**src/rtl/vault_escape_pkg.sv**
```systemverilog
// Shared types and default keys for the vault escape puzzle.
// Provides the FSM state enum, key constants and a plate lookup helper.
package vault_escape_pkg;

  typedef enum logic [2:0] {
    S_CODE,
    S_SWITCH,
    S_DIR,
    S_PLATE,
    S_OPEN,
    S_ESCAPE,
    S_ALARM
  } state_t;

  localparam logic [3:0] KEY_SWITCH = 4'b1010;
  localparam logic [2:0] KEY_DIR    = 3'b010;
  localparam logic [7:0] PLATE0     = 8'hAA;
  localparam logic [7:0] PLATE1     = 8'hCC;
  localparam logic [7:0] PLATE2     = 8'hF0;
  localparam logic [1:0] TL_MAX     = 2'd3;

  function automatic logic [7:0] plate_at(
    input logic [1:0] i,
    input logic [7:0] p0,
    input logic [7:0] p1,
    input logic [7:0] p2
  );
    logic [7:0] r;
    case (i)
      2'd0:    r = p0;
      2'd1:    r = p1;
      2'd2:    r = p2;
      default: r = p0;
    endcase
    return r;
  endfunction

endpackage

```
**src/rtl/vault_escape_plate_sequencer.sv**
```systemverilog
// Three-step pressure-plate checker: tracks idx, tolerates held plates.
// Ports: clk, reset(async low), en, check4, plate_in -> done, error.
module plate_sequencer
  import vault_escape_pkg::*;
#(
  parameter logic [7:0] P0 = vault_escape_pkg::PLATE0,
  parameter logic [7:0] P1 = vault_escape_pkg::PLATE1,
  parameter logic [7:0] P2 = vault_escape_pkg::PLATE2
) (
  input  logic       clk,
  input  logic       reset,
  input  logic       en,
  input  logic       check4,
  input  logic [7:0] plate_in,
  output logic       done,
  output logic       error
);

  logic [1:0] idx;
  logic [7:0] cur;
  logic [7:0] prev;
  logic       hit;
  logic       rpt;

  always_comb begin
    cur  = plate_at(idx, P0, P1, P2);
    prev = plate_at(idx - 2'd1, P0, P1, P2);
    hit  = check4 && (plate_in == cur);
    // Re-presenting the plate just accepted is a hold, not a fault.
    rpt  = check4 && (idx != 2'd0)
        && (plate_in == prev);
    done  = en && hit && (idx == 2'd2);
    error = en && check4 && !hit && !rpt;
  end

  always_ff @(posedge clk or negedge reset) begin
    if (!reset) begin
      idx <= 2'd0;
    end else if (en && hit) begin
      idx <= (idx == 2'd2) ? 2'd0
           : idx + 2'd1;
    end
  end

endmodule

```
**src/rtl/vault_escape_top_module.sv**
```systemverilog
// Vault escape sequencer: code, switch, dir, plates, then time lock.
// Ports: clk, reset(async low), stage inputs -> registered status outputs.
module vault_escape_top_module
  import vault_escape_pkg::*;
#(
  parameter logic [3:0] KEY_SWITCH = vault_escape_pkg::KEY_SWITCH,
  parameter logic [2:0] KEY_DIR    = vault_escape_pkg::KEY_DIR,
  parameter logic [7:0] PLATE0     = vault_escape_pkg::PLATE0,
  parameter logic [7:0] PLATE1     = vault_escape_pkg::PLATE1,
  parameter logic [7:0] PLATE2     = vault_escape_pkg::PLATE2
) (
  input  logic       clk,
  input  logic       reset,
  input  logic       code_in,
  input  logic       check2,
  input  logic [3:0] switch_in,
  input  logic       valid3,
  input  logic [2:0] dir_in,
  input  logic       check4,
  input  logic [7:0] plate_in,
  output logic       all_done,
  output logic       vault,
  output logic       waltescape,
  output logic       epwave,
  output logic [1:0] time_lock_out,
  output logic       alarm
);

  state_t     state;
  logic       pl_en;
  logic       pl_done;
  logic       pl_err;
  logic [1:0] tl_nxt;

  assign pl_en  = (state == S_PLATE);
  assign tl_nxt = time_lock_out + 2'd1;

  plate_sequencer #(
    .P0(PLATE0),
    .P1(PLATE1),
    .P2(PLATE2)
  ) u_plates (
    .clk      (clk),
    .reset    (reset),
    .en       (pl_en),
    .check4   (check4),
    .plate_in (plate_in),
    .done     (pl_done),
    .error    (pl_err)
  );

  always_ff @(posedge clk or negedge reset) begin
    if (!reset) begin
      state         <= S_CODE;
      all_done      <= 1'b0;
      vault         <= 1'b0;
      waltescape    <= 1'b0;
      epwave        <= 1'b0;
      time_lock_out <= 2'd0;
      alarm         <= 1'b0;
    end else begin
      unique case (state)
        S_CODE: begin
          if (code_in) state <= S_SWITCH;
        end
        S_SWITCH: begin
          if (check2) begin
            if (switch_in == KEY_SWITCH) begin
              state <= S_DIR;
            end else begin
              state <= S_ALARM;
              alarm <= 1'b1;
            end
          end
        end
        S_DIR: begin
          if (valid3) begin
            if (dir_in == KEY_DIR) begin
              state <= S_PLATE;
            end else begin
              state <= S_ALARM;
              alarm <= 1'b1;
            end
          end
        end
        S_PLATE: begin
          if (pl_err) begin
            state <= S_ALARM;
            alarm <= 1'b1;
          end else if (pl_done) begin
            state         <= S_OPEN;
            all_done      <= 1'b1;
            vault         <= 1'b1;
            time_lock_out <= 2'd0;
          end
        end
        S_OPEN: begin
          time_lock_out <= tl_nxt;
          if (tl_nxt == TL_MAX) begin
            state      <= S_ESCAPE;
            vault      <= 1'b0;
            waltescape <= 1'b1;
            epwave     <= 1'b0;
          end
        end
        S_ESCAPE: begin
          time_lock_out <= TL_MAX;
          epwave        <= ~epwave;
        end
        S_ALARM: begin
          alarm <= 1'b1;
        end
        default: begin
          state         <= S_ALARM;
          all_done      <= 1'b0;
          vault         <= 1'b0;
          waltescape    <= 1'b0;
          epwave        <= 1'b0;
          time_lock_out <= 2'd0;
          alarm         <= 1'b1;
        end
      endcase
    end
  end

endmodule

```
**config.mk**
```make
export PLATFORM = sky130hd
export DESIGN_NAME = vault_escape_top_module
export DESIGN_NICKNAME = d
export VERILOG_FILES = /design/src/rtl/vault_escape_pkg.sv /design/src/rtl/vault_escape_plate_sequencer.sv /design/src/rtl/vault_escape_top_module.sv
export SDC_FILE = /design/constraint.sdc
export NUM_CORES = 1
export LEC_CHECK = 0
export CAP_MARGIN = 30
export CORE_MARGIN = 2
export CORE_UTILIZATION = 42
export DETAILED_ROUTE_END_ITERATION = 10
export PLACE_DENSITY = 0.85
export SLEW_MARGIN = 15
export SYNTH_ARGS = -nofsm -noshare
export SYNTH_HDL_FRONTEND = slang
export SYNTH_HIERARCHICAL = 1
export SYNTH_SLANG_ARGS = --single-unit
```
**constraint.sdc**
```tcl
create_clock -name clk -period 2.65 [get_ports clk]
set_clock_uncertainty 0.2 [all_clocks]
set_input_delay 0.3975 -clock clk [delete_from_list [all_inputs] [get_ports clk]]
set_output_delay 0.3975 -clock clk [all_outputs]
set_load 0.1 [all_outputs]
```
==> out/metrics.csv <==
stage;metric;value;unit
synthesis;Yosys warnings;6;
critical_path;CP startpoint;u_plates/idx[0];
route;wire per inst;14.24;µm
synthesis;Mapped Avg Cell Area;8.923;µm²
synthesis;Netlist cell types;41;
sta;final hold slack;0.2631;ns
synthesis;Synth Area in Compound Gates;0.2017;
synthesis;Cell Area, Synth;1017;µm²
sta;period utilization;1.045;
synthesis;Cells after Synth;114;
critical_path;type of destination of the critical path;flop;
route;DR WL met2;1.346;mm
placed_design;pre-CTS WS;-0.3713;ns
synthesis;number of flops mapped to enable cells by yosys;0;
synthesis;cell taking the most area after synthesis;dfrtp_1;
critical_path;critical path arrival;2.74;ns
layout;Fillers;185;
status;failing checks;setup timing;
route;drt initial violations;17;
critical_path;Setup CP Type;flop to flop;
global_route;first-pass GRT wire length;4.381;mm
clocking;clock sinks;12;
die;Die Ht;53.22;µm
status;status;complete, but fails checks;
synthesis;Area contributors post-synth;dfrtp_1 30%, ha_1 12%, a21oi_1 4.9%, inv_1 4.4%, o21ai_0 3.9%;
placed_design;DP HPWL;2.147;mm
run;Max Cap Violations;0;
synthesis;mux cell area share after synthesis;0.05658;
sta;crit path time final;2.768;ns
layout;design area;1504;µm²
synthesis;flops & latches, synth;12;
clocking;Root Buffer;clkbuf_4;
power_and_ir_drop;Pwr Density;264.1;nW/µm²
synthesis;syn_nets;145;
synthesis;top post-synthesis cells by count;12 x dfrtp_1, 12 x inv_1, 10 x a21oi_1, 10 x ha_1, 8 x o21ai_0;
sta;Worst Max-Slew Pin Slew;0.5625;ns
global_route;number of global-route vias before repair;1024;
power_and_ir_drop;Reg power frac;0.461;
global_route;gr usage total;0.2150;
clocking;Post-CTS Hold Buffers;0;
die;initial core utilization;0.4512;
die;core area;2255;µm²
sta;Final WS setup;-0.1185;ns
sta;worst rel slew slack;0.6238;
route;1st-pass router iterations;4;
synthesis;Synth Area in Adders;0.1230;
power_and_ir_drop;Switching Share;0.2320;
clocking;CTS Buf Count;3;
layout;fin nets;193;
critical_path;Worst Path Max Fanout;4;
power_and_ir_drop;Static Leak;0.7172;nW
synthesis;Synth Area in XOR/XNOR;0.008610;
global_route;total global routing overflow;0;
die;# IOs;28;
power_and_ir_drop;total net switching power;92.17;µW
min_path;Worst Hold Class;primary input to asynchronous set/reset pin;
clocking;clock latency on the worst-skew pair;0.29;ns
synthesis;sequential fraction of the synthesis area;0.2952;
route;drt via density;5.466;
critical_path;Startpoint Class;flop;
route;DRT met1 WL;1.204;mm
power_and_ir_drop;Peak VDD IR;0.2272;mV
sta;Max Slew Vio Count;0;
clocking;CTS Buffer Depth;2;
sta;unrepaired setup endpoints after global routing;true;
die;die area;2832;µm²
synthesis;largest family of logic cells by synthesized area;simple AND/OR/NAND/NOR gates;
placed_design;Placed Cells;182;
synthesis;Synth top area share;0.2952;
route;final wirelength;2.692;mm
route;uppermost layer routed;met4;
global_route;initial antenna violation count;0;
sta;setup violators final;2;
power_and_ir_drop;Int Power;305.1;µW
power_and_ir_drop;part of the power in combinational logic;0.143;
clocking;CTS clk-pin slew, worst paths;0.09;ns
placed_design;Post-DP Area;1435;µm²
placed_design;global placement routability congestion;0.7862;
layout;fraction of layout cells with a size suffix above 1;0.2609;
route;vias;1033;
die;Die X;53.22;µm
sta;setup_tns;-0.1751;ns
global_route;largest net degree at the start of global routing;13;
layout;final instance count without filler cells;189;
sta;Fmax;361.2;MHz
placed_design;port bufs;27;
clocking;H-tree depth;1;
critical_path;worst r2r src;u_plates/idx[0];
die;site row count;17;
layout;Syn-to-layout area delta;47.85;%
synthesis;top_reg_cell synth;dfrtp_1;
critical_path;Crit path required time;2.63;ns
route;Remaining DRCs;0;
layout;total inserted antenna cells;0;
sta;final hold vios;0;
clocking;CTS tree;yes;
synthesis;Post-Synth Simple-Gate Area;0.2571;
route;Antenna Violating Nets Remaining;0;
route;routed length on met3;88;µm
synthesis;ys async rst share;1.000;
power_and_ir_drop;clock share of power;0.397;
==> placed cells by master (no fill, tap or decap), types with 2 or more instances in the layout <==
master           instances
inv_1                   11
nor3b_1                  2
o21ai_0                  6
mux2i_1                  2
nand2b_1                 6
clkdlybuf4s50_1         20
dfrtp_1                 12
nor2b_1                  3
ha_1                     8
buf_4                   25
nor3_1                   3
nor2_1                   3
nand3b_1                 4
or3_1                    2
or3b_1                   2
mux2_1                   2
nand2_1                  6
a21oi_1                 10
clkbuf_4                 3
nand3_1                  2
==> cell type report <==
cell class / count / area, µm² / share of cell area
timing repair buffer: 46 / 399.1 / 0.2654
sequential: 12 / 300.3 / 0.1997
multi-input combinational: 87 / 688.2 / 0.4576
tap: 28 / 35.03 / 0.02329
clock buffer: 4 / 36.28 / 0.02413
inverter: 12 / 45.04 / 0.02995
==> path summary, 6_finish.rpt <==
check / endpoint / slack [ns] / cells past startpoint
min in group clk: alarm / 0.29 / 1
max: state[1] / -0.12 / 10
max in group asynchronous: u_plates/idx[1] / 1.61 / 1
min: time_lock_out[1] / 0.26 / 1
max reg2reg: state[1] / -0.12 / 10
min reg2reg: alarm / 0.29 / 1
==> routing by layer <==
layer	vias to the layer above	global-route usage
met5	-	0
met4	0	0.08120
met3	7	0.04802
met2	26	0.3807
met1	494	0.2478
li1	506	-
==> worst max-delay path: stages, from the launching register on <==
cell	delay, ns
dfrtp_1	0.42
inv_2	0.07
ha_4	0.25
or3b_1	0.37
a22oi_2	0.15
nand3_1	0.08
and4_1	0.17
or3b_4	0.41
a211oi_2	0.21
a21oi_1	0.06
mux2_4	0.27
==> logic make-up (layout without fill, tap and decap cells) <==
family / Yosys count / in the layout
simple gates: 41 / 41
compound gates: 30 / 30
xor+xnor: 1 / 1
buf+inv: 15 / 62
mux: 5 / 5
fa+ha+maj: 10 / 10
flops: 12 / 12
==> stage by stage <==
stage | power, mW | utilization
after floorplan | 0.1978 | -
after global placement | 0.2402 | 0.6365
after detailed placement | 0.2426 | 0.6365
after CTS | 0.3970 | 0.6626
after global routing | 0.4086 | 0.6670
final | 0.3973 | 0.6670
==> power groups by stage <==
stage / clock (mW) / combinational, mW / sequential [mW]
5_1_grt: 0.165 / 0.0606 / 0.183
2_1_floorplan: 0 / 0.0112 / 0.187
3_5_place_dp: 0 / 0.0560 / 0.187
6_report: 0.158 / 0.0566 / 0.183
4_1_cts: 0.158 / 0.0564 / 0.183
3_3_place_gp: 0 / 0.0536 / 0.187
==> flip-flops by register name, indices dropped and copies added, names as in the netlist <==
signal and flops:
waltescape 1, vault 1, all_done 1, state 3
epwave 1, u_plates/idx 2, time_lock_out 2, alarm 1
==> timing repair <==
action | CTS | global route
pin swaps | 5 | 2
setup endpoints to repair | 3 | 6
buffers inserted | 2 | 1
resized for setup | 3 | 2
No activity file was read; power rests on OpenSTA's default activity.
